==> src/rtl/decap_packet.sv <==
// decap_packet: receive-side decapsulator for the port-0 Aurora link.
// Each 64-bit link word is {payload[54:0], header[8:0]}. Payload chunks are
// reassembled LSB-first into one DATA_DFX_WIDTH word. The word is delivered
// together with the header of its first beat as a single-cycle recv_valid pulse.
// The link cannot be stalled, so a beat is accepted on every data_valid cycle.
// Optional build macro: HEADER_CHECK_EN. When it is defined, a header change
// inside a packet discards the partial packet, pulses hdr_err and starts a new
// packet with the mismatching beat.
module decap_packet #(
    parameter int DATA_WIDTH        = 1024,
    parameter int ADDR_WIDTH        = 10,
    parameter int DATA_DFX_WIDTH    = DATA_WIDTH + ADDR_WIDTH,
    parameter int NUMBER_PACKET     = 19,
    parameter int HEADER_WIDTH      = 9,
    parameter int AURORA_DATA_WIDTH = 64,
    parameter int PAYLOAD_WIDTH     = AURORA_DATA_WIDTH - HEADER_WIDTH,
    parameter int CNT_WIDTH         = 16
) (
    input  logic                         clk,
    input  logic                         rst_n,
    input  logic [AURORA_DATA_WIDTH-1:0] data_in,
    input  logic                         data_valid,
    output logic [DATA_DFX_WIDTH-1:0]    data_dfx_recv,
    output logic [HEADER_WIDTH-1:0]      header_recv,
    output logic [4:0]                   beat_cnt_recv,
    output logic                         recv_valid,
    output logic                         hdr_err,
    output logic [CNT_WIDTH-1:0]         pkt_count
);

    localparam logic [4:0] LAST_SLOT = 5'(NUMBER_PACKET - 1);
    localparam logic [4:0] FULL_CNT  = 5'(NUMBER_PACKET);

    typedef enum logic [0:0] {
        IDLE    = 1'b0,
        COLLECT = 1'b1
    } state_t;

    state_t                     state_r;
    state_t                     next_state_s;
    logic [DATA_DFX_WIDTH-1:0]  asm_r;
    logic [HEADER_WIDTH-1:0]    hdr_r;
    logic [4:0]                 beat_cnt_r;

    logic [PAYLOAD_WIDTH-1:0]   payload_s;
    logic [HEADER_WIDTH-1:0]    header_s;
    logic [DATA_DFX_WIDTH-1:0]  chunk_s;
    logic [DATA_DFX_WIDTH-1:0]  merged_s;
    logic                       hdr_mismatch_s;
    logic                       start_s;
    logic                       append_s;
    logic                       deliver_asm_s;
    logic                       deliver_merge_s;
    logic                       hdr_err_s;

    assign payload_s = data_in[AURORA_DATA_WIDTH-1:HEADER_WIDTH];
    assign header_s  = data_in[HEADER_WIDTH-1:0];

`ifdef HEADER_CHECK_EN
    assign hdr_mismatch_s = (header_s != hdr_r);
`else
    assign hdr_mismatch_s = 1'b0;
`endif

    // Place the incoming payload at the slot of the next beat; bits past the DFX width fall off the top
    always_comb begin
        chunk_s  = DATA_DFX_WIDTH'(payload_s) << (PAYLOAD_WIDTH * 32'(beat_cnt_r));
        merged_s = asm_r | chunk_s;
    end

    // State register
    always_ff @(posedge clk or negedge rst_n) begin
        if (!rst_n) begin
            state_r <= IDLE;
        end else begin
            state_r <= next_state_s;
        end
    end

    // Next-state and datapath control decode
    always_comb begin
        next_state_s    = state_r;
        start_s         = 1'b0;
        append_s        = 1'b0;
        deliver_asm_s   = 1'b0;
        deliver_merge_s = 1'b0;
        hdr_err_s       = 1'b0;
        case (state_r)
            IDLE: begin
                if (data_valid) begin
                    start_s      = 1'b1;
                    next_state_s = COLLECT;
                end else begin
                    next_state_s = IDLE;
                end
            end
            COLLECT: begin
                if (!data_valid) begin
                    deliver_asm_s = 1'b1;
                    next_state_s  = IDLE;
                end else if (hdr_mismatch_s) begin
                    hdr_err_s    = 1'b1;
                    start_s      = 1'b1;
                    next_state_s = COLLECT;
                end else if (beat_cnt_r == LAST_SLOT) begin
                    deliver_merge_s = 1'b1;
                    next_state_s    = IDLE;
                end else begin
                    append_s     = 1'b1;
                    next_state_s = COLLECT;
                end
            end
            default: begin
                next_state_s = IDLE;
            end
        endcase
    end

    // Assembly register, latched header, beat counter and registered outputs
    always_ff @(posedge clk or negedge rst_n) begin
        if (!rst_n) begin
            asm_r         <= '0;
            hdr_r         <= '0;
            beat_cnt_r    <= 5'd0;
            data_dfx_recv <= '0;
            header_recv   <= '0;
            beat_cnt_recv <= 5'd0;
            recv_valid    <= 1'b0;
            hdr_err       <= 1'b0;
            pkt_count     <= '0;
        end else begin
            recv_valid <= deliver_asm_s | deliver_merge_s;
            hdr_err    <= hdr_err_s;
            if (start_s) begin
                asm_r      <= DATA_DFX_WIDTH'(payload_s);
                hdr_r      <= header_s;
                beat_cnt_r <= 5'd1;
            end else if (append_s) begin
                asm_r      <= merged_s;
                beat_cnt_r <= beat_cnt_r + 5'd1;
            end else begin
                asm_r      <= asm_r;
                beat_cnt_r <= beat_cnt_r;
            end
            if (deliver_asm_s) begin
                data_dfx_recv <= asm_r;
                header_recv   <= hdr_r;
                beat_cnt_recv <= beat_cnt_r;
                pkt_count     <= pkt_count + CNT_WIDTH'(1);
            end else if (deliver_merge_s) begin
                data_dfx_recv <= merged_s;
                header_recv   <= hdr_r;
                beat_cnt_recv <= FULL_CNT;
                pkt_count     <= pkt_count + CNT_WIDTH'(1);
            end else begin
                data_dfx_recv <= data_dfx_recv;
                header_recv   <= header_recv;
                beat_cnt_recv <= beat_cnt_recv;
                pkt_count     <= pkt_count;
            end
        end
    end

endmodule
==> config.mk <==
export PLATFORM = sky130hd
export DESIGN_NAME = decap_packet
export DESIGN_NICKNAME = d
export VERILOG_FILES = /design/src/rtl/decap_packet.sv
export SDC_FILE = /design/constraint.sdc
export NUM_CORES = 2
export LEC_CHECK = 0
export CAP_MARGIN = 20
export CORE_AREA = 2 2 444 446
export DETAILED_ROUTE_END_ITERATION = 7
export DIE_AREA = 0 0 446 448
export HOLD_SLACK_MARGIN = 0.15
export PLACE_DENSITY = 0.7
export SYNTH_ARGS = -nofsm -noshare
export SYNTH_HDL_FRONTEND = slang
export SYNTH_SLANG_ARGS = --single-unit
==> constraint.sdc <==
create_clock -name clk -period 2.8 [get_ports clk]
set_clock_uncertainty 0.15 [all_clocks]
set_input_delay 0.56 -clock clk [delete_from_list [all_inputs] [get_ports clk]]
set_output_delay 0.56 -clock clk [all_outputs]
set_load 0.05 [all_outputs]
==> impl_metrics.tcl <==
set metrics [dict create \
    finalWirelength_um 277000 \
    io_buffers 1131 \
    fillerInstances 17400 \
    min_to "asm_r[897]$_DFFE_PN0P_" \
    ctsHtreeMaxLevel 4 \
    placed_area_um2 94200 \
    gp_congestion 0.867 \
    synth_fp_nets 8134 \
    hold_ws_ps 221 \
    hold_path.class "in -> reg" \
    final_cell_area_um2 100000 \
    path_class "reg -> out" \
    startpoint_type "register" \
    vias 64400 \
    ctsLongestPathBuffers 3 \
    synth_cell_types 44 \
    drtAntennaViolNets 0 \
    cts_root_buf "clkbuf_16" \
    drtIter0Drc 6689 \
    dr.pass1.iters 6 \
    synth_top_cell_area_share_pct 67.7 \
    grt_pass1_wl_um 409000 \
    synth_edf_count 0 \
    via_per_inst 5.42 \
    grt_pass1_vias 62800 \
    cp_max_fo 2 \
    antenna_found_initial 13 \
    powerDensity_nw_per_um2 761 \
    syn_area_per_cell_um2 9.69 \
    grt_start_max_net_pins 117 \
    crit_chain "clkdlybuf4s50_1" \
    worst_ep_required_time_ps 2090 \
    end_kind "output port" \
    nets 9244 \
    drv_slew 0 \
    yosys_warnings 0 \
    cts_buffers 206 \
    cts.sinks 2114 \
    fin_ws_ps 81.2 \
    wl_per_cell_um 23.3 \
    cap_violations 0 \
    min_period_ps 2720 \
    ioPinCount 1133 \
    start_util_pct 40.1 \
    hold_depth 3 \
    die_w_um 446 \
    hold_viol 0 \
    final.setup.tns_ps 0 \
    setup_viol 0 \
    path_buf_inv 1 \
    clkTransAtPathRegs_ps 60 \
    die-area_um2 200000 \
    yosys_most_used_dff "dfrtp_1" \
    r2r_slack_ps 280 \
    drc 0 \
    clk_latency_ps 870 \
    period_share_pct 97.1 \
    worst_pin_slew_ps 973 \
    post_cts_buffers 0 \
    rsz0062_at_grt "no" \
    core_um2 195000 \
    ys_seq_area_share_pct 67.7 \
    critPathSlowestCell "clkdlybuf4s50_1" \
    hp-start "data_in[26]" \
    syn_to_final_growth_pct 28.5 \
    cpPeakStageDelay_ps 810 \
    synthCells 8064 \
    syn_area_um2 78100 \
    cpLargestDelayFamily "buffers and inverters" \
    track_usage_pct 27.3 \
    fmax_mhz 368 \
    dp_hpwl_um 182000 \
    ys_seq_elements 2114 \
    r2r-end "asm_r[649]$_DFFE_PN0P_" \
    status "completed" \
    synth_most_common_cell "nand2_1" \
    synthArstFlopShare_pct 100 \
    peakVddDrop_uv 599 \
    synth.largest_area_cell "dfrtp_1" \
    row_count 162 \
    drive_gt1_share_pct 8.15 \
    r2r_cells 5 \
    cts_tree "yes" \
    fp.dieH_um 448 \
    synth_area_leaders "dfrtp_1 68%, nand2_1 13%, a21oi_1 8.1%, nor2_1 5.5%, clkbuf_1 1.5%" \
    startpoint "data_dfx_recv[95]$_DFFE_PN0P_" \
    place_worst_setup_slack_ps -54.9 \
    reg2reg_from "beat_cnt_r[2]$_DFFE_PN0P_" \
    slew_headroom_pct 35.2 \
    grt.overflow.total 0 \
    p_leak_nw 54.9 \
    ys_top_cells_by_count "2603 x nand2_1, 2114 x dfrtp_1, 1257 x a21oi_1" \
    critical_path_arrival_ps 2010 \
]
==> routing by layer <==
layer | vias up | GRT usage [%] | wire length (µm)
met5 | - | 0 | 0
met1 | 32100 | 36.9 | 110000
met3 | 766 | 5.03 | 25000
li1 | 27900 | - | -
met2 | 3550 | 41.1 | 123000
met4 | 0 | 17.0 | 19300
==> cell usage in the layout, fill, tap and decap left out, types with 3 or more instances in the layout <==
cell type        instances
buf_4                  197
dfrtp_1               2114
dlygate4sd2_1         1000
buf_12                 141
a31oi_1                133
nor3_1                   8
a2111oi_4                3
dlymetal6s2s_1          11
o21ai_0                 61
inv_6                   11
nor3_4                   3
buf_2                   32
xor2_1                   8
nor2_1                1128
clkbuf_8                48
nor4_4                   3
ha_1                     3
inv_1                   58
clkdlybuf4s50_1         81
xnor2_1                  7
diode_2                  5
a22o_1                   3
clkbuf_16              208
inv_8                    3
nor4_1                   3
nor2_4                  12
nand2_1               2602
a21oi_2                 10
clkbuf_1                32
nand3_1                  6
clkinv_2                38
nand4_1                  5
nand4bb_1                3
nor2_2                  10
a21oi_1               1257
bufinv_16               17
nand2b_1                 6
clkinvlp_4               8
dlygate4sd3_1           35
==> stage by stage <==
stage               power (mW)  std cells  util [%]
floorplan                 42.5       8064         -
global placement          48.6      11500      48.4
detailed placement        48.8      11500      48.4
CTS                       76.7      11900      51.6
global route              78.9      11900      51.6
finish                    76.4      11900      51.6
==> cells by family (layout without fill, tap and decap cells) <==
logic type,after synthesis,in the layout,share of synthesized area (%)
xor gates and xnor gates,15,15,0.168
DFF,2114,2114,67.7
adders and majority gates,3,3,0.0481
other,1,6,0.00480
AOI/OAI and AO/OA,1474,1474,9.83
and+or+nand+nor,3800,3800,18.5
buffers and inverters,657,1930,3.67
==> where the power goes <==
| part | internal [mW] | switching, mW | total (mW) |
|---|---|---|---|
| sequential | 32.9 | 1.85 | 34.7 |
| clock | 16.5 | 12.4 | 28.9 |
| combinational | 3.14 | 9.67 | 12.8 |
==> state kept, by name (all words and copies together) (netlist names) <==
signal and cells:
asm_r 1034, beat_cnt_r 5, beat_cnt_recv 5, data_dfx_recv 1034, hdr_r 9, header_recv 9
pkt_count 16, recv_valid 1, state_r 1
==> cell type report <==
cell class | instances | area [µm²] | share of cell area [%]
sequential | 2114 | 52900 | 52.7
clock inverter | 83 | 1010 | 1.01
clock buffer | 288 | 5990 | 5.96
inverter | 61 | 236 | 0.236
timing repair buffer | 1498 | 14500 | 14.5
multi-input combinational | 5293 | 22500 | 22.4
tap | 2542 | 3180 | 3.17
antenna | 5 | 12.5 | 0.0125
==> worst max path at each step <==
stage | cells past startpoint | slack, ps | to
after global routing | 1 | 0.9 | data_dfx_recv[376]
final | 1 | 80 | data_dfx_recv[95]
after CTS | 1 | 0.1 | data_dfx_recv[242]
after detailed placement | 6 | -50 | asm_r[157]$_DFFE_PN0P_
after floorplan | 10 | 350 | data_dfx_recv[780]$_DFFE_PN0P_
after global placement | 6 | -8 | asm_r[334]$_DFFE_PN0P_
==> worst register-to-register path: cells and delay by family, from the launching register on <==
kind | cells | cell delay [ps]
and+or+nand+nor | 3 | 1180
DFF | 1 | 540
buffers and inverters | 1 | 360
AOI/OAI and AO/OA | 1 | 220
==> timing repair <==
action / in CTS / in global routing
setup endpoints to repair: 1000 / 11
hold buffers: 35 / 0
pin swaps: 0 / 0
gates resized for setup: 1000 / 11
endpoints found under the hold margin: 1218 / 0
Note: power is estimated with default switching activity, not from simulation.
